**src/rtl/int_ctrl_pkg.sv**
```systemverilog
`default_nettype none
// ============================================================================
//  Module   : int_ctrl_pkg
//  Brief    : Shared constants for the interrupt controller: register map,
//             handshake state encodings and the fixed vector width.
//  Revision : 1.0  initial release
// ============================================================================
package int_ctrl_pkg;

    // Width of the vector reported to the CPU; fixed regardless of NUM_IRQ
    localparam int VEC_W = 3;

    // Register map (addr input)
    localparam logic [2:0] INT_MASK   = 3'd0;  // rw, 1 = source masked
    localparam logic [2:0] INT_PEND   = 3'd1;  // r, write-1-to-clear (edge only)
    localparam logic [2:0] INT_EDGE   = 3'd2;  // rw, 1 = rising edge, 0 = level
    localparam logic [2:0] INT_STATUS = 3'd3;  // r, {SPUR, int_vec}
    localparam logic [2:0] INT_EOI    = 3'd4;  // w, end of interrupt

    // Request / acknowledge / EOI handshake states
    typedef enum logic [1:0] {
        ST_IDLE = 2'd0,
        ST_REQ  = 2'd1,
        ST_SERV = 2'd2
    } int_state_t;

endpackage : int_ctrl_pkg
`default_nettype wire

```
**src/rtl/int_prio_enc.sv**
```systemverilog
`default_nettype none
// ============================================================================
//  Module   : int_prio_enc
//  Brief    : Combinational fixed-priority encoder. Returns the index of the
//             lowest set bit of the request vector plus a valid flag.
//  Revision : 1.0  initial release
// ============================================================================
module int_prio_enc
    import int_ctrl_pkg::*;
#(
    parameter int NUM_IRQ = 8
) (
    input  logic [NUM_IRQ-1:0] req,
    output logic [VEC_W-1:0]   idx,
    output logic               valid
);

    // Scan from the top down so the lowest set index is the last one written
    always_comb begin
        idx   = '0;
        valid = 1'b0;
        for (int i = NUM_IRQ - 1; i >= 0; i--) begin
            if (req[i]) begin
                idx   = VEC_W'(i);
                valid = 1'b1;
            end
        end
    end

endmodule : int_prio_enc
`default_nettype wire

```
**src/rtl/int_ctrl.sv**
```systemverilog
`default_nettype none
// ============================================================================
//  Module   : int_ctrl
//  Brief    : Interrupt controller. Latches up to NUM_IRQ sources as edge or
//             level requests, masks them, picks the lowest eligible index and
//             drives a single request to the CPU using a request / acknowledge
//             / EOI handshake. Source 0 is the timer output.
//  Revision : 1.0  initial release
// ============================================================================
module int_ctrl
    import int_ctrl_pkg::*;
#(
    parameter int NUM_IRQ = 8
) (
    input  logic               clk,
    input  logic               rst,
    input  logic [NUM_IRQ-1:0] irq_in,
    input  logic [2:0]         addr,
    input  logic               we,
    input  logic [31:0]        wd,
    output logic [31:0]        rd_data,
    output logic               int_req,
    input  logic               int_ack,
    output logic [VEC_W-1:0]   int_vec
);

    localparam logic [NUM_IRQ-1:0] c_mask_rst = '1;
    localparam logic [NUM_IRQ-1:0] c_one      = NUM_IRQ'(1);

    // ------------------------------------------------------------------
    // State
    // ------------------------------------------------------------------
    logic [NUM_IRQ-1:0] r_mask;
    logic [NUM_IRQ-1:0] r_edge;
    logic [NUM_IRQ-1:0] r_pend;
    logic [NUM_IRQ-1:0] r_prev;
    logic               r_spur;
    int_state_t         r_state;

    // ------------------------------------------------------------------
    // Combinational helpers
    // ------------------------------------------------------------------
    logic [NUM_IRQ-1:0] w_eligible;
    logic [VEC_W-1:0]   w_sel;
    logic               w_any;
    logic               w_wr_mask;
    logic               w_wr_edge;
    logic               w_wr_pend;
    logic               w_wr_eoi;
    logic               w_accept;
    logic [NUM_IRQ-1:0] w_rise;
    logic [NUM_IRQ-1:0] w_w1c;
    logic [NUM_IRQ-1:0] w_acc_clr;
    logic [NUM_IRQ-1:0] w_pend_nxt;
    logic               w_unused_wd;

    assign w_eligible = r_pend & ~r_mask;

    int_prio_enc #(
        .NUM_IRQ (NUM_IRQ)
    ) u_prio_enc (
        .req   (w_eligible),
        .idx   (w_sel),
        .valid (w_any)
    );

    assign w_wr_mask = we && (addr == INT_MASK);
    assign w_wr_edge = we && (addr == INT_EDGE);
    assign w_wr_pend = we && (addr == INT_PEND);
    assign w_wr_eoi  = we && (addr == INT_EOI);

    // Acceptance only happens on an ack while requesting with something still
    // eligible; an ack that finds nothing eligible is the spurious case.
    assign w_accept  = (r_state == ST_REQ) && int_ack && w_any;

    assign w_rise    = irq_in & ~r_prev;
    assign w_w1c     = w_wr_pend ? wd[NUM_IRQ-1:0] : '0;
    assign w_acc_clr = w_accept ? (c_one << w_sel) : '0;

    // Edge sources: a new rising edge wins over any clear in the same cycle.
    // Level sources simply track the line, so clears have no effect on them.
    assign w_pend_nxt = (r_edge & (w_rise | (r_pend & ~(w_w1c | w_acc_clr))))
                      | (~r_edge & irq_in);

    // Upper write-data bits are not used by any register at this NUM_IRQ
    assign w_unused_wd = ^wd;

    // Register file and request latching
    always_ff @(posedge clk or posedge rst) begin
        if (rst) begin
            r_mask <= c_mask_rst;
            r_edge <= '0;
            r_pend <= '0;
            r_prev <= '0;
        end else begin
            r_prev <= irq_in;
            r_pend <= w_pend_nxt;
            if (w_wr_mask) begin
                r_mask <= wd[NUM_IRQ-1:0];
            end
            if (w_wr_edge) begin
                r_edge <= wd[NUM_IRQ-1:0];
            end
        end
    end

    // Handshake FSM with registered int_req / int_vec / SPUR
    always_ff @(posedge clk or posedge rst) begin
        if (rst) begin
            r_state <= ST_IDLE;
            int_req <= 1'b0;
            int_vec <= '0;
            r_spur  <= 1'b0;
        end else begin
            case (r_state)
                ST_IDLE: begin
                    if (w_any) begin
                        r_state <= ST_REQ;
                        int_req <= 1'b1;
                    end
                end
                ST_REQ: begin
                    if (int_ack) begin
                        int_req <= 1'b0;
                        if (w_any) begin
                            int_vec <= w_sel;
                            r_spur  <= 1'b0;
                            r_state <= ST_SERV;
                        end else begin
                            r_spur  <= 1'b1;
                            r_state <= ST_IDLE;
                        end
                    end else if (!w_any) begin
                        // Request withdrawn by a mask write or clear
                        int_req <= 1'b0;
                        r_state <= ST_IDLE;
                    end
                end
                ST_SERV: begin
                    // No nesting: new events only pend until EOI
                    if (w_wr_eoi) begin
                        r_state <= ST_IDLE;
                    end
                end
                default: begin
                    r_state <= ST_IDLE;
                    int_req <= 1'b0;
                end
            endcase
        end
    end

    // Register read mux; unused bits and unmapped addresses read zero
    always_comb begin
        rd_data = 32'd0;
        case (addr)
            INT_MASK:   rd_data = {{(32-NUM_IRQ){1'b0}}, r_mask};
            INT_PEND:   rd_data = {{(32-NUM_IRQ){1'b0}}, r_pend};
            INT_EDGE:   rd_data = {{(32-NUM_IRQ){1'b0}}, r_edge};
            INT_STATUS: rd_data = {28'd0, r_spur, int_vec};
            default:    rd_data = 32'd0;
        endcase
    end

endmodule : int_ctrl
`default_nettype wire
```
**config.mk**
```make
export PLATFORM = sky130hd
export DESIGN_NAME = int_ctrl
export DESIGN_NICKNAME = d
export VERILOG_FILES = /design/src/rtl/int_ctrl_pkg.sv /design/src/rtl/int_prio_enc.sv /design/src/rtl/int_ctrl.sv
export SDC_FILE = /design/constraint.sdc
export NUM_CORES = 1
export LEC_CHECK = 0
export CORE_AREA = 2 2 71 73
export CTS_BUF_LIST = sky130_fd_sc_hd__clkbuf_16
export CTS_CLUSTER_DIAMETER = 50
export DETAILED_ROUTE_END_ITERATION = 10
export DIE_AREA = 0 0 73 75
export PLACE_DENSITY_LB_ADDON = 0.08
export SYNTH_ARGS = -nofsm -noshare
export SYNTH_HDL_FRONTEND = slang
export SYNTH_SLANG_ARGS = --single-unit
```
**constraint.sdc**
```tcl
create_clock -name clk -period 2.3 [get_ports clk]
set_input_delay 0.23 -clock clk [delete_from_list [all_inputs] [get_ports clk]]
set_output_delay 0.23 -clock clk [all_outputs]
set_load 0.1 [all_outputs]
```
Yosys cells after proc, flatten, opt, wreduce, memory -nomap -nowiden --
Index checks and enable logic that the tools add are counted.
Operators by class: bitwise operators 13, mux-type cells 30, shift-type cells 1, eq/ne operators 9, reductions and logical operators 12
Operators with widths (count):
- $and 8x8->8 | 5
- $not 8->8 | 4
- $pmux 8 s4 | 1
- $mux 3 | 8
- $or 8x8->8 | 3
- $mux 8 | 2
- $mux 1 | 12
- $mux 2 | 5
- $reduce_and 3->1 | 3
- $shl 1x3->8 const A | 1
- $eq 3x2->1 const B | 2
- $logic_and 1x1->1 | 6
- $pmux 2 s3 | 1
- $ne 2x2->1 const B | 2
- $eq 3x1->1 const B | 1
- $eq 3x3->1 const B | 1
- $logic_not 3->1 | 1
- $ne 3x3->1 const B | 1
- $pmux 1 s3 | 1
- $eq 2x1->1 const B | 1
- $eq 2x2->1 const B | 1
- $logic_not 2->1 | 1
- $reduce_and 2->1 | 1
- $not 1->1 | 1
Word-level totals: register bits 39, logic and storage cells 73, input bits 47, output and inout port bits 36

Depth between registers and ports, before layout --
depth after elaboration 18, gate-level depth with buffers 5

Hierarchy --
Synthesis repeated with hierarchy kept, for this count alone.
Unflattened totals: cell total of the unflattened synthesis 200, area, all modules 2148.3 um^2
By module, submodules not included:
- int_ctrl | seq. area each 985.9 um^2, cells an instance 187, instances 1, area an instance 2068.2 um^2
- int_prio_enc | seq. area each 0.0 um^2, cells an instance 13, instances 1, area an instance 80.1 um^2

Least setup slack after synthesis --
OpenSTA, ideal clock, no wires.
path type flip-flop to output port, from register int_vec[1], to output port rd_data[1], path slack -585 ps, arrival 2655 ps, buffers on the path 0, cell stages (with the launch flop) 3, data required time 2070 ps, path through dfrtp_1 -> mux4_2 -> nor2b_1
Between the ends: word-level cells in the longest chain between the ends 1
RTL lines:
- start: declaration | RTL line int_ctrl.sv:24 | output logic [VEC_W-1:0] int_vec
- start signal: assignment | RTL line int_ctrl.sv:126 | int_vec <= w_sel;
- $pmux 8 s4 | RTL line int_ctrl.sv:156 | case (addr)
- end: declaration | RTL line int_ctrl.sv:21 | output logic [31:0] rd_data,
Every way passes these cells.

Worst setup path in the final report --
from input port addr[1], to output port rd_data[2]
Between the ends: word-level cells in the longest chain between the ends 2, elaborated cells on any way between the ends 5, classes of those cells eq/ne: 3; mux: 1; reduce/logical: 1
RTL lines:
- start: declaration | RTL line int_ctrl.sv:18 | input logic [2:0] addr,
- $eq 3x2->1 (tied with other cells) | RTL line int_ctrl.sv:156
- $pmux 8 s4 * | RTL line int_ctrl.sv:156
Every way passes the cells marked *; elsewhere a longest branch is shown, timed or not.

==> summary.txt <==
status - complete, no violations
die area - 5480 um2
Synth Area per Inst - 11.0 um2
fillers - 401
largest net degree at the start of global routing - 40
total chip power - 0.00303 W
Synth area leaders - dfrtp_1, dfstp_2, buf_4, mux2_2, a21oi_1
Synth Flop Type - dfrtp_1
vias per cell - 5.46
# diodes - 0
Crit. End Element - output pin
final hold viol count - 0
layout cells sized above 1 - 26.9%
Max Root-Sink Buffers - 2
postcts setup bufs - 0
met2 GRT Util - 32.0%
max-cap violations - 0
CTS tree - done
GPL Wtd Cong - 0.873
drt drc - 0
Top Ports - 83
CTS buffer count - 5
GRT Residual Overflow - 0
Yosys top cell by area - dfrtp_1
DRT Pass-1 Iters - 4
crit path max fanout - 8
first-pass GRT wire length - 7870 um
WP data arrival - 1.90 ns
crit path kind - in2out
H-tree depth - 2
port bufs - 34
global routing met1 resource utilization - 24.4%
Flop pwr share - 33.5%
Routed wire per std cell - 16.1 um
clock network latency to the later pin of the worst-skew pair - 0.28 ns
number of global-route vias before repair - 1574
RSZ-0062 raised after global routing - no
min-delay worst type - in2async
Slew HR - 61.7%
starting density of the core - 46.8%
Reg clk slew, reported paths - 0.05 ns
Area Overhead vs Synth - 26.9%
global router's overall resource usage - 19.4%
Synth Cell Area - 2180 um2
Pins Over Slew Limit - 0
Post-Syn Instances - 199
hold_buf cts - 0
CTS Sinks - 39
final period utilization - 92.8%
post-CTS sizing - 0
CP startpoint kind - primary input
Die X - 73 um
required time worst endpoint - 2.07 ns
Root Buffer Master - clkbuf_16
Die Y - 75 um
antenna viol nets, final - 0
power share of the clock group - 21.0%
core area - 4660 um2
WL final - 4810 um
worst vdd ir - 482 uV
leading cell type in the layout, fill and taps excluded - dfrtp_1
worst hold slack - 0.375 ns
switching pwr - 0.00132 W
async set or reset register ratio after synthesis - 100%
layer with the highest usage - met2
fmax - 469 MHz
Distinct cells, synth - 43
Internal Power - 0.00171 W
Design Area, Final - 2770 um2
most frequent cells in the layout - dfrtp_1, conb_1, clkdlybuf4s50_1
pwr/cell area - 1090 nW/um2
Switching Share - 43.6%
TNS Setup - 0 ns
nets - 291
#FFs+latches synth - 39
grt met3 use - 4.42%
Final Skew - 0.00364 ns
dpl hpwl - 3590 um
drt initial violations - 54
number of setup violations in the final report - 0
Post-synth EDFFs - 0
vias post-DR - 1633
dpl cell area - 2630 um2
minimum clock period - 2.13 ns
measured slew at the worst slew-check pin - 0.574 ns
leak pwr - 1.19 nW
row count - 25
Yosys Warn Count - 0
post-synthesis sequential area ratio - 45.2%
combinational power share - 45.5%
post-synth top area share - 35.5%
initial antenna violation count - 0
per-stage QoR:
step                      setup slack, ns  utilization (%)  instances
after detailed placement            0.148             56.5        291
after floorplan                    0.0904                -        222
final                               0.166             59.4        299
after global routing               0.0892             59.4        299
after global placement              0.150             56.5        291
after CTS                           0.145             59.4        299
critical path: stages:
cell and delay [ns]:
clkdlybuf4s50_1 0.74, mux4_1 0.62, nor2b_4 0.15, buf_12 0.16
worst paths after layout:
path,slack (ns),cells past startpoint,endpoint,startpoint
max in group asynchronous,1.57,3,r_mask[1]$_DFFE_PP1P_,rst
hold / removal,0.38,3,r_edge[7]$_DFFE_PP0P_,rst
hold reg to reg,0.50,2,r_spur$_DFFE_PP0P_,r_spur$_DFFE_PP0P_
setup reg to reg,0.50,4,int_vec[0]$_DFFE_PP0P_,r_mask[0]$_DFFE_PP1P_
setup / recovery,0.17,4,rd_data[2],addr[1]
min in group clk,0.42,1,r_prev[7]$_DFF_PP0_,irq_in[7]
sequential cells by signal, summed over array words and instances, names as in the netlist:
name / cells
r_edge: 8
int_req: 1
int_vec: 3
r_spur: 1
r_pend: 8
r_prev: 8
r_mask: 8
r_state: 2
cells by family after synthesis:
| kind of cell | share of synthesized area, % |
|---|---|
| AO/OA/AOI/OAI | 14.7 |
| buffers and inverters | 10.5 |
| flip-flops | 45.2 |
| multiplexers | 14.6 |
| other | 0.172 |
| AND/OR/NAND/NOR | 15.0 |
synth_stat cells (all sizes together), types with 2 or more instances:
master  count
buf        29
dfrtp      31
dfstp       8
o211ai      2
mux4        4
mux2       16
nor2b       9
nand2      16
nor4        4
a21boi      4
nand4       2
a31oi       5
nor2       12
a21oi      15
a32oi       2
a32o        2
o31ai       2
and4bb      2
inv         4
o21ai       5
nand2b      8
mux2i       4
power by group through the flow:
stage / clock, W / combinational, W / sequential [W]
floorplan: 0 / 0.000842 / 0.00123
global placement: 0 / 0.00136 / 0.00101
detailed placement: 0 / 0.00137 / 0.00102
CTS: 0.000654 / 0.00138 / 0.00101
global route: 0.000687 / 0.00146 / 0.00104
finish: 0.000636 / 0.00138 / 0.00101
final cells by class:
type	count	area [um2]	share of cell area [%]
flip-flops and latches	39	986	35.6
well taps	54	67.6	2.44
clock buffers	5	125	4.52
inverters	4	15.0	0.542
multi-input cells	150	1080	39.0
clock inverters	3	11.3	0.407
repair buffers	44	485	17.5
per-layer routing:
metal,vias up,share of wire [%]
met4,0,1.8
li1,767,-
met2,65,52
met1,794,42
met5,-,0
met3,7,4.9
(Power assumes the default switching activity.)
